$ cat src/rtl/axi4_lite_reg_slave_if.sv
// AXI4-Lite bus bundle between a master and the register responder.
interface axi4_lite_reg_slave_if #(
    parameter int unsigned DATA_BYTES = 4,
    parameter int unsigned ADDR_BYTES = 4
);
    logic                    awvalid;
    logic                    awready;
    logic [ADDR_BYTES*8-1:0] awaddr;
    logic [2:0]              awprot;
    logic                    wvalid;
    logic                    wready;
    logic [DATA_BYTES*8-1:0] wdata;
    logic [DATA_BYTES-1:0]   wstrb;
    logic                    bvalid;
    logic                    bready;
    logic [1:0]              bresp;
    logic                    arvalid;
    logic                    arready;
    logic [ADDR_BYTES*8-1:0] araddr;
    logic [2:0]              arprot;
    logic                    rvalid;
    logic                    rready;
    logic [DATA_BYTES*8-1:0] rdata;
    logic [1:0]              rresp;

    modport slave (
        input  awvalid, awaddr, awprot, wvalid, wdata, wstrb, bready,
        input  arvalid, araddr, arprot, rready,
        output awready, wready, bvalid, bresp, arready, rvalid, rdata, rresp
    );

    modport master (
        output awvalid, awaddr, awprot, wvalid, wdata, wstrb, bready,
        output arvalid, araddr, arprot, rready,
        input  awready, wready, bvalid, bresp, arready, rvalid, rdata, rresp
    );
endinterface

$ cat src/rtl/axi4_lite_reg_slave.sv
// AXI4-Lite register bank with independent single-outstanding write and read paths.
// Define AXIL_REG_SLAVE_SLVERR_EN to answer out-of-range accesses with SLVERR.
module axi4_lite_reg_slave #(
    parameter int unsigned DATA_BYTES = 4,
    parameter int unsigned ADDR_BYTES = 4,
    parameter int unsigned NUM_REGS   = 16
) (
    input  logic                             aclk,
    input  logic                             aresetn,
    axi4_lite_reg_slave_if.slave             axil,
    output logic [NUM_REGS*DATA_BYTES*8-1:0] reg_out,
    output logic [NUM_REGS-1:0]              reg_wr
);
    localparam int unsigned W   = DATA_BYTES * 8;
    localparam int unsigned AW  = ADDR_BYTES * 8;
    localparam int unsigned LSB = $clog2(DATA_BYTES);

    localparam logic [1:0] RespOkay = 2'b00;
`ifdef AXIL_REG_SLAVE_SLVERR_EN
    localparam logic [1:0] RespOor  = 2'b10;
`else
    localparam logic [1:0] RespOor  = 2'b00;
`endif

    typedef logic [AW-1:0] addr_t;
    typedef enum logic {WIdle, WResp} w_state_e;
    typedef enum logic {RIdle, RResp} r_state_e;

    function automatic addr_t word_index(input addr_t a);
        return a >> LSB;
    endfunction

    function automatic logic in_range(input addr_t a);
        return word_index(a) < addr_t'(NUM_REGS);
    endfunction

    w_state_e w_state_q, w_state_d;
    r_state_e r_state_q, r_state_d;
    logic [W-1:0] regs_q [NUM_REGS];
    logic [W-1:0] regs_d [NUM_REGS];
    logic [NUM_REGS-1:0] reg_wr_q, reg_wr_d;
    logic aw_got_q, aw_got_d, w_got_q, w_got_d;
    addr_t awaddr_q, awaddr_d;
    logic [W-1:0] wdata_q, wdata_d;
    logic [DATA_BYTES-1:0] wstrb_q, wstrb_d;
    logic awready_q, awready_d, wready_q, wready_d, bvalid_q, bvalid_d;
    logic [1:0] bresp_q, bresp_d, rresp_q, rresp_d;
    logic arready_q, arready_d, rvalid_q, rvalid_d;
    logic [W-1:0] rdata_q, rdata_d;

    addr_t wr_addr;
    logic [W-1:0] wr_data;
    logic [DATA_BYTES-1:0] wr_strb;
    logic aw_hs, w_hs, ar_hs;
    logic unused_prot;

    assign unused_prot = ^{axil.awprot, axil.arprot};
    assign aw_hs = axil.awvalid & awready_q;
    assign w_hs  = axil.wvalid & wready_q;
    assign ar_hs = axil.arvalid & arready_q;

    // Commit uses the held copy when a channel arrived earlier, else the live bus.
    assign wr_addr = aw_got_q ? awaddr_q : axil.awaddr;
    assign wr_data = w_got_q ? wdata_q : axil.wdata;
    assign wr_strb = w_got_q ? wstrb_q : axil.wstrb;

    always_comb begin
        w_state_d = w_state_q;
        aw_got_d  = aw_got_q;
        w_got_d   = w_got_q;
        awaddr_d  = awaddr_q;
        wdata_d   = wdata_q;
        wstrb_d   = wstrb_q;
        awready_d = awready_q;
        wready_d  = wready_q;
        bvalid_d  = bvalid_q;
        bresp_d   = bresp_q;
        reg_wr_d  = '0;
        regs_d    = regs_q;
        case (w_state_q)
            WIdle: begin
                if (aw_hs) begin
                    aw_got_d = 1'b1;
                    awaddr_d = axil.awaddr;
                end
                if (w_hs) begin
                    w_got_d = 1'b1;
                    wdata_d = axil.wdata;
                    wstrb_d = axil.wstrb;
                end
                if (aw_got_d && w_got_d) begin
                    w_state_d = WResp;
                    aw_got_d  = 1'b0;
                    w_got_d   = 1'b0;
                    awready_d = 1'b0;
                    wready_d  = 1'b0;
                    bvalid_d  = 1'b1;
                    bresp_d   = in_range(wr_addr) ? RespOkay : RespOor;
                    for (int unsigned i = 0; i < NUM_REGS; i++) begin
                        if (word_index(wr_addr) == addr_t'(i)) begin
                            reg_wr_d[i] = 1'b1;
                            for (int unsigned b = 0; b < DATA_BYTES; b++) begin
                                if (wr_strb[b]) regs_d[i][b*8 +: 8] = wr_data[b*8 +: 8];
                            end
                        end
                    end
                end else begin
                    awready_d = ~aw_got_d;
                    wready_d  = ~w_got_d;
                end
            end
            WResp: begin
                if (axil.bready) begin
                    w_state_d = WIdle;
                    bvalid_d  = 1'b0;
                    awready_d = 1'b1;
                    wready_d  = 1'b1;
                end
            end
            default: w_state_d = WIdle;
        endcase
    end

    // Reads sample regs_q, so a same-edge write commit is not visible yet.
    always_comb begin
        r_state_d = r_state_q;
        arready_d = arready_q;
        rvalid_d  = rvalid_q;
        rdata_d   = rdata_q;
        rresp_d   = rresp_q;
        case (r_state_q)
            RIdle: begin
                arready_d = 1'b1;
                if (ar_hs) begin
                    r_state_d = RResp;
                    arready_d = 1'b0;
                    rvalid_d  = 1'b1;
                    rresp_d   = in_range(axil.araddr) ? RespOkay : RespOor;
                    rdata_d   = '0;
                    for (int unsigned i = 0; i < NUM_REGS; i++) begin
                        if (word_index(axil.araddr) == addr_t'(i)) rdata_d = regs_q[i];
                    end
                end
            end
            RResp: begin
                if (axil.rready) begin
                    r_state_d = RIdle;
                    rvalid_d  = 1'b0;
                    arready_d = 1'b1;
                end
            end
            default: r_state_d = RIdle;
        endcase
    end

    always_ff @(posedge aclk or negedge aresetn) begin
        if (!aresetn) begin
            w_state_q <= WIdle;
            r_state_q <= RIdle;
            for (int unsigned i = 0; i < NUM_REGS; i++) regs_q[i] <= '0;
            reg_wr_q  <= '0;
            aw_got_q  <= 1'b0;
            w_got_q   <= 1'b0;
            awaddr_q  <= '0;
            wdata_q   <= '0;
            wstrb_q   <= '0;
            awready_q <= 1'b0;
            wready_q  <= 1'b0;
            bvalid_q  <= 1'b0;
            bresp_q   <= RespOkay;
            arready_q <= 1'b0;
            rvalid_q  <= 1'b0;
            rdata_q   <= '0;
            rresp_q   <= RespOkay;
        end else begin
            w_state_q <= w_state_d;
            r_state_q <= r_state_d;
            regs_q    <= regs_d;
            reg_wr_q  <= reg_wr_d;
            aw_got_q  <= aw_got_d;
            w_got_q   <= w_got_d;
            awaddr_q  <= awaddr_d;
            wdata_q   <= wdata_d;
            wstrb_q   <= wstrb_d;
            awready_q <= awready_d;
            wready_q  <= wready_d;
            bvalid_q  <= bvalid_d;
            bresp_q   <= bresp_d;
            arready_q <= arready_d;
            rvalid_q  <= rvalid_d;
            rdata_q   <= rdata_d;
            rresp_q   <= rresp_d;
        end
    end

    assign axil.awready = awready_q;
    assign axil.wready  = wready_q;
    assign axil.bvalid  = bvalid_q;
    assign axil.bresp   = bresp_q;
    assign axil.arready = arready_q;
    assign axil.rvalid  = rvalid_q;
    assign axil.rdata   = rdata_q;
    assign axil.rresp   = rresp_q;
    assign reg_wr       = reg_wr_q;

    for (genvar g = 0; g < NUM_REGS; g++) begin : g_reg_out
        assign reg_out[g*W +: W] = regs_q[g];
    end
endmodule
$ cat src/flat_wrapper.sv
// flat-port wrapper written by rule: the top's interface ports become plain ports
module axi4_lite_reg_slave_flat 
#(
    parameter int unsigned DATA_BYTES = 4,
    parameter int unsigned ADDR_BYTES = 4,
    parameter int unsigned NUM_REGS   = 16
)
  (aclk, aresetn, reg_out, reg_wr, axil_awvalid, axil_awaddr, axil_awprot, axil_wvalid, axil_wdata, axil_wstrb, axil_bready, axil_arvalid, axil_araddr, axil_arprot, axil_rready, axil_awready, axil_wready, axil_bvalid, axil_bresp, axil_arready, axil_rvalid, axil_rdata, axil_rresp);
  axi4_lite_reg_slave_if #(.DATA_BYTES(DATA_BYTES), .ADDR_BYTES(ADDR_BYTES)) axil_i ();
  input  logic aclk;
  input  logic aresetn;
  output logic [NUM_REGS*DATA_BYTES*8-1:0] reg_out;
  output logic [NUM_REGS-1:0] reg_wr;
  input wire logic [$bits(axil_i.awvalid)-1:0] axil_awvalid;
  input wire logic [$bits(axil_i.awaddr)-1:0] axil_awaddr;
  input wire logic [$bits(axil_i.awprot)-1:0] axil_awprot;
  input wire logic [$bits(axil_i.wvalid)-1:0] axil_wvalid;
  input wire logic [$bits(axil_i.wdata)-1:0] axil_wdata;
  input wire logic [$bits(axil_i.wstrb)-1:0] axil_wstrb;
  input wire logic [$bits(axil_i.bready)-1:0] axil_bready;
  input wire logic [$bits(axil_i.arvalid)-1:0] axil_arvalid;
  input wire logic [$bits(axil_i.araddr)-1:0] axil_araddr;
  input wire logic [$bits(axil_i.arprot)-1:0] axil_arprot;
  input wire logic [$bits(axil_i.rready)-1:0] axil_rready;
  output wire logic [$bits(axil_i.awready)-1:0] axil_awready;
  output wire logic [$bits(axil_i.wready)-1:0] axil_wready;
  output wire logic [$bits(axil_i.bvalid)-1:0] axil_bvalid;
  output wire logic [$bits(axil_i.bresp)-1:0] axil_bresp;
  output wire logic [$bits(axil_i.arready)-1:0] axil_arready;
  output wire logic [$bits(axil_i.rvalid)-1:0] axil_rvalid;
  output wire logic [$bits(axil_i.rdata)-1:0] axil_rdata;
  output wire logic [$bits(axil_i.rresp)-1:0] axil_rresp;
  assign axil_i.awvalid = axil_awvalid;
  assign axil_i.awaddr = axil_awaddr;
  assign axil_i.awprot = axil_awprot;
  assign axil_i.wvalid = axil_wvalid;
  assign axil_i.wdata = axil_wdata;
  assign axil_i.wstrb = axil_wstrb;
  assign axil_i.bready = axil_bready;
  assign axil_i.arvalid = axil_arvalid;
  assign axil_i.araddr = axil_araddr;
  assign axil_i.arprot = axil_arprot;
  assign axil_i.rready = axil_rready;
  assign axil_awready = axil_i.awready;
  assign axil_wready = axil_i.wready;
  assign axil_bvalid = axil_i.bvalid;
  assign axil_bresp = axil_i.bresp;
  assign axil_arready = axil_i.arready;
  assign axil_rvalid = axil_i.rvalid;
  assign axil_rdata = axil_i.rdata;
  assign axil_rresp = axil_i.rresp;
  axi4_lite_reg_slave #(.DATA_BYTES(DATA_BYTES), .ADDR_BYTES(ADDR_BYTES), .NUM_REGS(NUM_REGS)) u_core (.aclk(aclk), .aresetn(aresetn), .axil(axil_i), .reg_out(reg_out), .reg_wr(reg_wr));
endmodule
$ cat config.mk
export PLATFORM = sky130hd
export DESIGN_NAME = axi4_lite_reg_slave_flat
export DESIGN_NICKNAME = d
export VERILOG_FILES = /design/src/rtl/axi4_lite_reg_slave_if.sv /design/src/rtl/axi4_lite_reg_slave.sv /design/src/flat_wrapper.sv
export SDC_FILE = /design/constraint.sdc
export NUM_CORES = 1
export LEC_CHECK = 0
export CAP_MARGIN = 10
export CORE_UTILIZATION = 37
export CTS_BUF_LIST = sky130_fd_sc_hd__clkbuf_8
export CTS_CLUSTER_DIAMETER = 120
export DETAILED_ROUTE_END_ITERATION = 7
export GPL_TIMING_DRIVEN = 0
export SYNTH_ARGS = -nofsm -noshare
export SYNTH_HDL_FRONTEND = slang
export SYNTH_SLANG_ARGS = --single-unit
$ cat constraint.sdc
create_clock -name aclk -period 2.3 [get_ports aclk]
set_clock_uncertainty 0.15 [all_clocks]
set_input_delay 0.46 -clock aclk [delete_from_list [all_inputs] [get_ports aclk]]
set_output_delay 0.46 -clock aclk [all_outputs]
set_load 0.02 [all_outputs]
==> impl_results.md, run 1 <==
* Status: finished, violations left
* Failing checks: hold timing, setup timing
* Pwr dens at 632 mW/mm2
* Final Max Tran Viols at 0
* Cell chain of the critical path: nor4_2, nand4_1, a211oi_4, buf_6, nand3_4, or2_4, nor2_4, buf_12, mux2_4
* First-pass GRT wire length at 228000 um
* Initial drt markers at about 3000
* Netlist cell types at just under 80
* Worst-Margin Slew at about 0.99 ns
* Peak per-stage delay on the critical path at ~0.40 ns
* Final Routed Wirelength at ~170000 um
* Final setup viols at approximately 540
* Largest net degree at the start of global routing at roughly 130
* Core area at between 0.07 and 0.08 mm2
* CP Max Fanout at 5
* Final min period at around 2.7 ns
* H-Tree Depth at 3
* Multi-input combinational cell area at 0.0168 mm2
* Residual DRC at 0
* Clock Tree Root: clkbuf_8
* Post-synthesis cell count at ~2300
* TritonCTS clock tree: done
* Tot Pwr at 29.9 mW
* Area contributors post-synth: dfrtp_1 54%, mux2_2 24%, a22oi_1 1.7%
* Seq cells post-synth at ~640
* Worst min-delay path category: input pin to asynchronous set/reset pin
* DR vias at 27553
* Routability cong. at ~1
* First-pass DRT Iterations at 6
* Final core occ at approximately 60%
* Post-synthesis area per instance at 12.7 um2
* Main synth FF type: dfrtp_1
* Per-cell routed wire length at 36.8 um
* Die ar. at roughly 0.081 mm2
* DRT antenna net count at 0
* CP Launch Type: register
* Required @ worst endpoint at around 2.8 ns
* Switching pwr at a little over 10 mW
* Comb power frac at 23.0%
* Sequential-to-total area share from yosys stat at a little over half
* Hold slack final at -0.422 ns
* R2r setup slk at -0.45 ns
* Synth top area share at between 50 and 60%
* CP arrival at around 3.2 ns
* Gr ovfl total at 0
* RSZ-0062 raised after global routing: yes
* Sequential power share at 42.0%
* Kind of critical path: register to register
* Skew-Pair Late Insertion Delay at about 0.76 ns
* Max Freq at about 360 MHz
* Clock power share at approximately a third
* Die X at between 200 and 300 um
* FF+latch area at ~0.016 mm2
* Final hold violations at 73
* Post-synthesis cell area at 0.0295 mm2
* Max Root-Sink Buffers at 3
* Most common cell after layout, fill and taps aside: dfrtp_1
* Layout cells sized above 1 at 44.7%
* Area leader, netlist: dfrtp_1
* Initial antenna violation count at 10
* CTS Sinks at approximately 640
* Final period utilization at 120%
* Number of synthesized flops with an enable pin at 0
* Average vias per placed instance at slightly above 6
* P_leak at about 23 nW
* Total Nets Final at between 3000 and 4000
* Die H at 284 um
* FFs w/ async S/R, synth at between 90% and 100%
* Vias in the first global route at about 28000
* Max Cap Viol at 0
* Most frequent cells in the layout: 625 x dfrtp_1, 560 x dlygate4sd2_1, 512 x mux2_4
* Internal at about 20 mW
* Critical R2R Launch: u_core.awaddr_q[31]$_DFFE_PN0P_
* Setup crit end kind: register
* Initial core utilization at between 30% and 40%
* Peak VDD IR at approximately 0.00048 V
* # rows at just over 100
* Path depth of the worst reg2reg path at 9
* Final TNS setup at -198.61 ns
* I/O pin count at slightly below 700
* Hpwl dp at 122000 um
* Gr usage total at between 40% and 50%
* Synth Warn # at 0
* Slowest CP cell: dfrtp_1
* Clock slew at reported path FFs at approximately 0.06 ns
* Area grow syn2layout at 60.2%
* PortBufs at about 670
* Worst setup margin at -0.449 ns
* Sw frac at roughly a third
* Layout fillers at ~6600
* RR Endpoint: u_core.reg_out[367]$_DFFE_PN0P_
* Max_slew headroom at approximately a third
* CTS Buf Count at 110
-- worst max-delay path, delay by kind of cell, from the launching register on --
family / cells / cell delay [ns]
DFF: 1 / 0.40
and+or+nand+nor: 5 / 1.16
buffers and inverters: 2 / 0.33
muxes: 1 / 0.30
AOI/OAI and AO/OA: 1 / 0.27
-- what timing repair did --
item	in CTS	in global routing
setup buffers	264	48
pin swaps	173	166
setup endpoints to repair	1157	590
cloned	1	1
resized for setup	1206	216
hold endpoints to repair	73	73
-- sequential cells by signal, summed over array words and instances (netlist names) --
name                 cells
u_core.reg_out         512
u_core.axil.rdata       32
u_core.wdata_q          32
u_core.awaddr_q         30
u_core.reg_wr           16
u_core.wstrb_q           4
u_core.aw_got_q          1
u_core.axil.arready      1
u_core.axil.awready      1
u_core.axil.bvalid       1
u_core.axil.rvalid       1
u_core.axil.wready       1
u_core.r_state_q         1
u_core.w_got_q           1
u_core.w_state_q         1
-- final cells by class --
type / count / area share, %
multi-input cells: 1533 / 35.5
flip-flops and latches: 635 / 33.6
repair buffers: 982 / 20.8
clock buffers: 132 / 3.84
well taps: 1050 / 2.78
plain buffers: 134 / 2.60
clock inverters: 50 / 0.691
inverters: 14 / 0.130
diodes: 4 / 0.0212
-- synth_stat cells (6+ instances only) --
cell	count
a221oi_1	23
nand2_1	87
or2_2	18
o31ai_1	8
buf_1	9
o21ai_0	59
nor4_1	17
nand3_1	27
a22oi_1	67
nand4_1	24
o32ai_1	6
mux2i_1	9
buf_4	7
o22ai_1	27
or3_1	10
a222oi_1	11
and3_1	11
o2111ai_1	17
a221o_1	7
dfrtp_1	635
buf_2	35
o22a_1	7
mux2_2	641
a211oi_1	7
a22o_1	15
clkbuf_1	102
o21a_1	7
a21oi_1	72
nand3b_1	7
o211ai_1	9
nor2_2	53
nor4_2	11
nor2_4	17
o21ai_1	10
o221ai_1	20
nor3_1	21
or4_1	6
nor2_1	110
inv_1	13
-- cells by family (layout without fill, tap and decap cells) --
kind of cell           Yosys count  after routing  share of synthesized area [%]
AOI/OAI and AO/OA              423            423                           10.2
buffers and inverters          168           1312                           2.40
DFF                            635            635                           53.8
muxes                          651            651                           24.8
other                            1              8                         0.0127
and+or+nand+nor                455            455                           8.70
-- power groups by stage --
stage | Combinational, mW | Sequential (mW) | Clock [mW]
2_1_floorplan | 3.41 | 12.8 | 0
3_3_place_gp | 6.31 | 12.7 | 0
3_5_place_dp | 6.53 | 12.7 | 0
4_1_cts | 6.71 | 12.5 | 10.5
5_1_grt | 7.16 | 12.7 | 11.0
6_report | 6.88 | 12.6 | 10.5
-- stage by stage --
step	setup slack, ns	cell area, um2	std cells
final	-0.449	47300	4534
after global routing	-0.547	47300	4531
after CTS	-0.462	46200	4494
after detailed placement	-3.17	39800	4059
after global placement	-27.56	39600	4051
after floorplan	-0.272	31700	2336
-- worst max path at each step --
stage	start	end	slack, ns	depth (start not counted)
after floorplan	axil_araddr[15]	u_core.axil.rdata[30]$_DFFE_PN0P_	-0.27	7
after global placement	aresetn	u_core.reg_out[260]$_DFFE_PN0P_	-27.56	1
after detailed placement	axil_araddr[3]	u_core.axil.rdata[28]$_DFFE_PN0P_	-3.17	9
after CTS	u_core.awaddr_q[31]$_DFFE_PN0P_	u_core.reg_out[180]$_DFFE_PN0P_	-0.46	10
after global routing	u_core.awaddr_q[18]$_DFFE_PN0P_	u_core.reg_out[375]$_DFFE_PN0P_	-0.55	9
final	u_core.awaddr_q[31]$_DFFE_PN0P_	u_core.reg_out[367]$_DFFE_PN0P_	-0.45	9
-- routing by layer --
layer	global-route usage (%)	vias to the layer above	wire [um]
met1	50.9	14365	64000
met2	62.3	1781	74700
li1	-	10919	-
met5	0	-	13
met3	11.7	486	17400
met4	22.3	2	10700
Note: power is estimated with default switching activity, not from simulation.
==> inputs of run 2 (changes only) <==
- CORE_AREA: default -> 2 2 267 269
- CORE_UTILIZATION: 37 -> default
- DIE_AREA: default -> 0 0 269 271
- PLACE_DENSITY: default -> 0.72
==> impl_results.md, run 2 (same netlist as run 1, synthesis figures left out) <==
* Final Max Tran Viols at 0 (unchanged)
* Area grow syn2layout at 66.9%
* Gr ovfl total at 0 (unchanged)
* Largest net degree at the start of global routing at 129 (+1.6%)
* Clock slew at reported path FFs at 0.06 ns (about the same)
* CTS Sinks at 635 (unchanged)
* Worst setup margin at -0.496 ns (-0.0470 ns)
* DR vias at 28248 (+2.5%)
* Final setup viols at 555 (+2.6%)
* Worst min-delay path category: input pin to asynchronous set/reset pin
* Design area at 0.0493 mm2 (+4.2%)
* Setup crit end kind: register
* Die H at 271 um (-4.7%)
* Vias in the first global route at 28679 (+2.7%)
* Peak per-stage delay on the critical path at 0.40 ns (about the same)
* I/O pin count at 682 (unchanged)
* Final period utilization at 122% (+2.0 points)
* Skew-Pair Late Insertion Delay at 0.75 ns (about the same)
* TritonCTS clock tree: done
* Largest register FFs at 512 (unchanged)
* Final core occ at 70.6% (+11 points)
* Gr usage total at 44.1% (+3.7 points)
* Status: finished, violations left
* H-Tree Depth at 3 (unchanged)
* DRT antenna net count at 0 (unchanged)
* PortBufs at 665 (unchanged)
* Max Freq at 358 MHz (-1.7%)
* Initial core utilization at 42.3% (+4.9 points)
* Max_slew headroom at 37.3% (+3.5 points)
* Per-cell routed wire length at 37.3 um (+1.5%)
* Grt peak-use layer: met2
* Max Cap Viol at 0 (unchanged)
* Final min period at 2.80 ns (+0.0470 ns)
* Hold slack final at 0.117 ns (+0.539 ns)
* RR Endpoint: u_core.reg_out[74]$_DFFE_PN0P_
* Most common cell after layout, fill and taps aside: dfrtp_1
* Average vias per placed instance at 6.36 (+4.7%)
* CTS Buf Count at 107 (-2.7%)
* Final Routed Wirelength at 166000 um (-0.63%)
* Core area at 0.0698 mm2 (-12%)
* Initial drt markers at 3134 (+6.0%)
* Worst-Margin Slew at 0.940 ns (-0.0526 ns)
* Grt met2 use at 65.5% (+3.1 points)
* Path depth of the worst reg2reg path at 9 (unchanged)
* Residual DRC at 0 (unchanged)
* Die ar. at 0.0729 mm2 (-9.9%)
* Routability cong. at 1.01 (+3.0%)
* Peak VDD IR at 0.000575 V (+20%)
* Layout cells sized above 1 at 44.3% (-0.46 points)
* First-pass GRT wire length at 224000 um (-1.8%)
* Total Nets Final at 3533 (+0.28%)
* First-pass DRT Iterations at 7 (+1)
* CP Launch Type: register
* Hpwl dp at 118000 um (-3.2%)
* Clock Tree Root: clkbuf_8
* CP Max Fanout at 8 (+3)
* Required @ worst endpoint at 2.77 ns (about the same)
* Cell chain of the critical path: nor4_4, nand4_1, a211oi_4, buf_6, nand3_4, or2_4, nor2_4, buf_12, mux2_4
* Failing checks: setup timing
* Die X at 269 um (-5.4%)
* Initial antenna violation count at 7 (-3)
* Post-Place Cell Area at 0.0397 mm2 (-0.27%)
* Pre-CTS WS at -2.89 ns (+0.276 ns)
* Kind of critical path: register to register
* Slowest CP cell: dfrtp_1
* R2r setup slk at -0.50 ns (-0.05 ns)
* RSZ-0062 raised after global routing: yes
* CP arrival at 3.26 ns (+0.05 ns)
* Met1 usage at 54.7% (+3.9 points)
* # rows at 97 (-5.8%)
* P_leak at 31.0 nW (+33%)
* Critical R2R Launch: u_core.awaddr_q[20]$_DFFE_PN0P_
* Pwr dens at 611 mW/mm2 (-3.3%)
* Most frequent cells in the layout: 633 x dfrtp_1, 554 x dlymetal6s2s_1, 512 x mux2_4
* Max Root-Sink Buffers at 3 (unchanged)
* M3 GR Usage at 14.1% (+2.3 points)
* Final hold violations at 0 (-100%)
## run 2: cell count changes in the layout (fill, tap and decap cells not counted), sizes merged
cell           previous run  this run
diode                     4         2
dlygate4sd3               0         1
clkdlybuf4s15             9         6
dlymetal6s2s              0       554
dlygate4sd2             560         4
inv                      50        46
bufinv                    3         4
buf                     389       395
clkdlybuf4s50            71        81
clkbuf                  219       218
clkinvlp                  2         6
clkinv                    9        15
## run 2: timing repair
action / 4_1_cts / 5_1_grt
resized for setup: 610 / 745
hold endpoints to repair: 190 / 0
buffers inserted: 277 / 39
cloned: 2 / 6
hold buffers: 2 / 0
pin swaps: 192 / 159
endpoints found under the setup margin: 1153 / 1371
## run 2: how the worst max path moves through the flow
stage	end	from	cells after the start
4_1_cts	u_core.reg_out[241]$_DFFE_PN0P_	u_core.awaddr_q[31]$_DFFE_PN0P_	10
3_3_place_gp	u_core.reg_out[116]$_DFFE_PN0P_	aresetn	1
2_1_floorplan	u_core.axil.rdata[30]$_DFFE_PN0P_	axil_araddr[15]	7
6_report	u_core.reg_out[74]$_DFFE_PN0P_	u_core.awaddr_q[20]$_DFFE_PN0P_	9
5_1_grt	u_core.reg_out[80]$_DFFE_PN0P_	u_core.awaddr_q[20]$_DFFE_PN0P_	9
3_5_place_dp	u_core.axil.rdata[1]$_DFFE_PN0P_	axil_araddr[3]	12
## run 2: critical path, delay by kind of cell, from the launching register on
kind | cells | cell delay (ns)
simple gates | 5 | 1.15
compound gates | 1 | 0.28
flops | 1 | 0.40
mux | 1 | 0.31
buf+inv | 2 | 0.35
## run 2: area by class of cell
| class | count | area, um2 |
|---|---|---|
| fill | 4645 | 20500 |
| multi-input combinational | 1533 | 16700 |
| sequential | 635 | 15900 |
| timing repair buffer | 996 | 12100 |
| clock buffer | 130 | 1790 |
| tap | 940 | 1180 |
| buffer | 133 | 1150 |
| clock inverter | 57 | 368 |
| inverter | 14 | 65.1 |
| antenna | 2 | 5.00 |
## run 2: where the power goes
group,internal (mW),switching [mW],total [mW]
Clock,5.53,4.96,10.5
Combinational,2.36,4.66,7.02
Sequential,12.0,0.593,12.6
## run 2: through the flow
stage	setup TNS, ns	instances	total power [mW]
3_3_place_gp	-	3941	18.8
6_report	-229.36	4440	30.1
2_1_floorplan	-115.60	2336	16.2
5_1_grt	-288.67	4439	30.9
4_1_cts	-294.46	4407	29.7
3_5_place_dp	-738.17	3950	19.1
## run 2: layer usage
metal,vias to the layer above,wire length (um)
li1,10929,-
met1,14430,59800
met2,2224,71100
met3,665,20500
met4,0,14400
met5,-,0
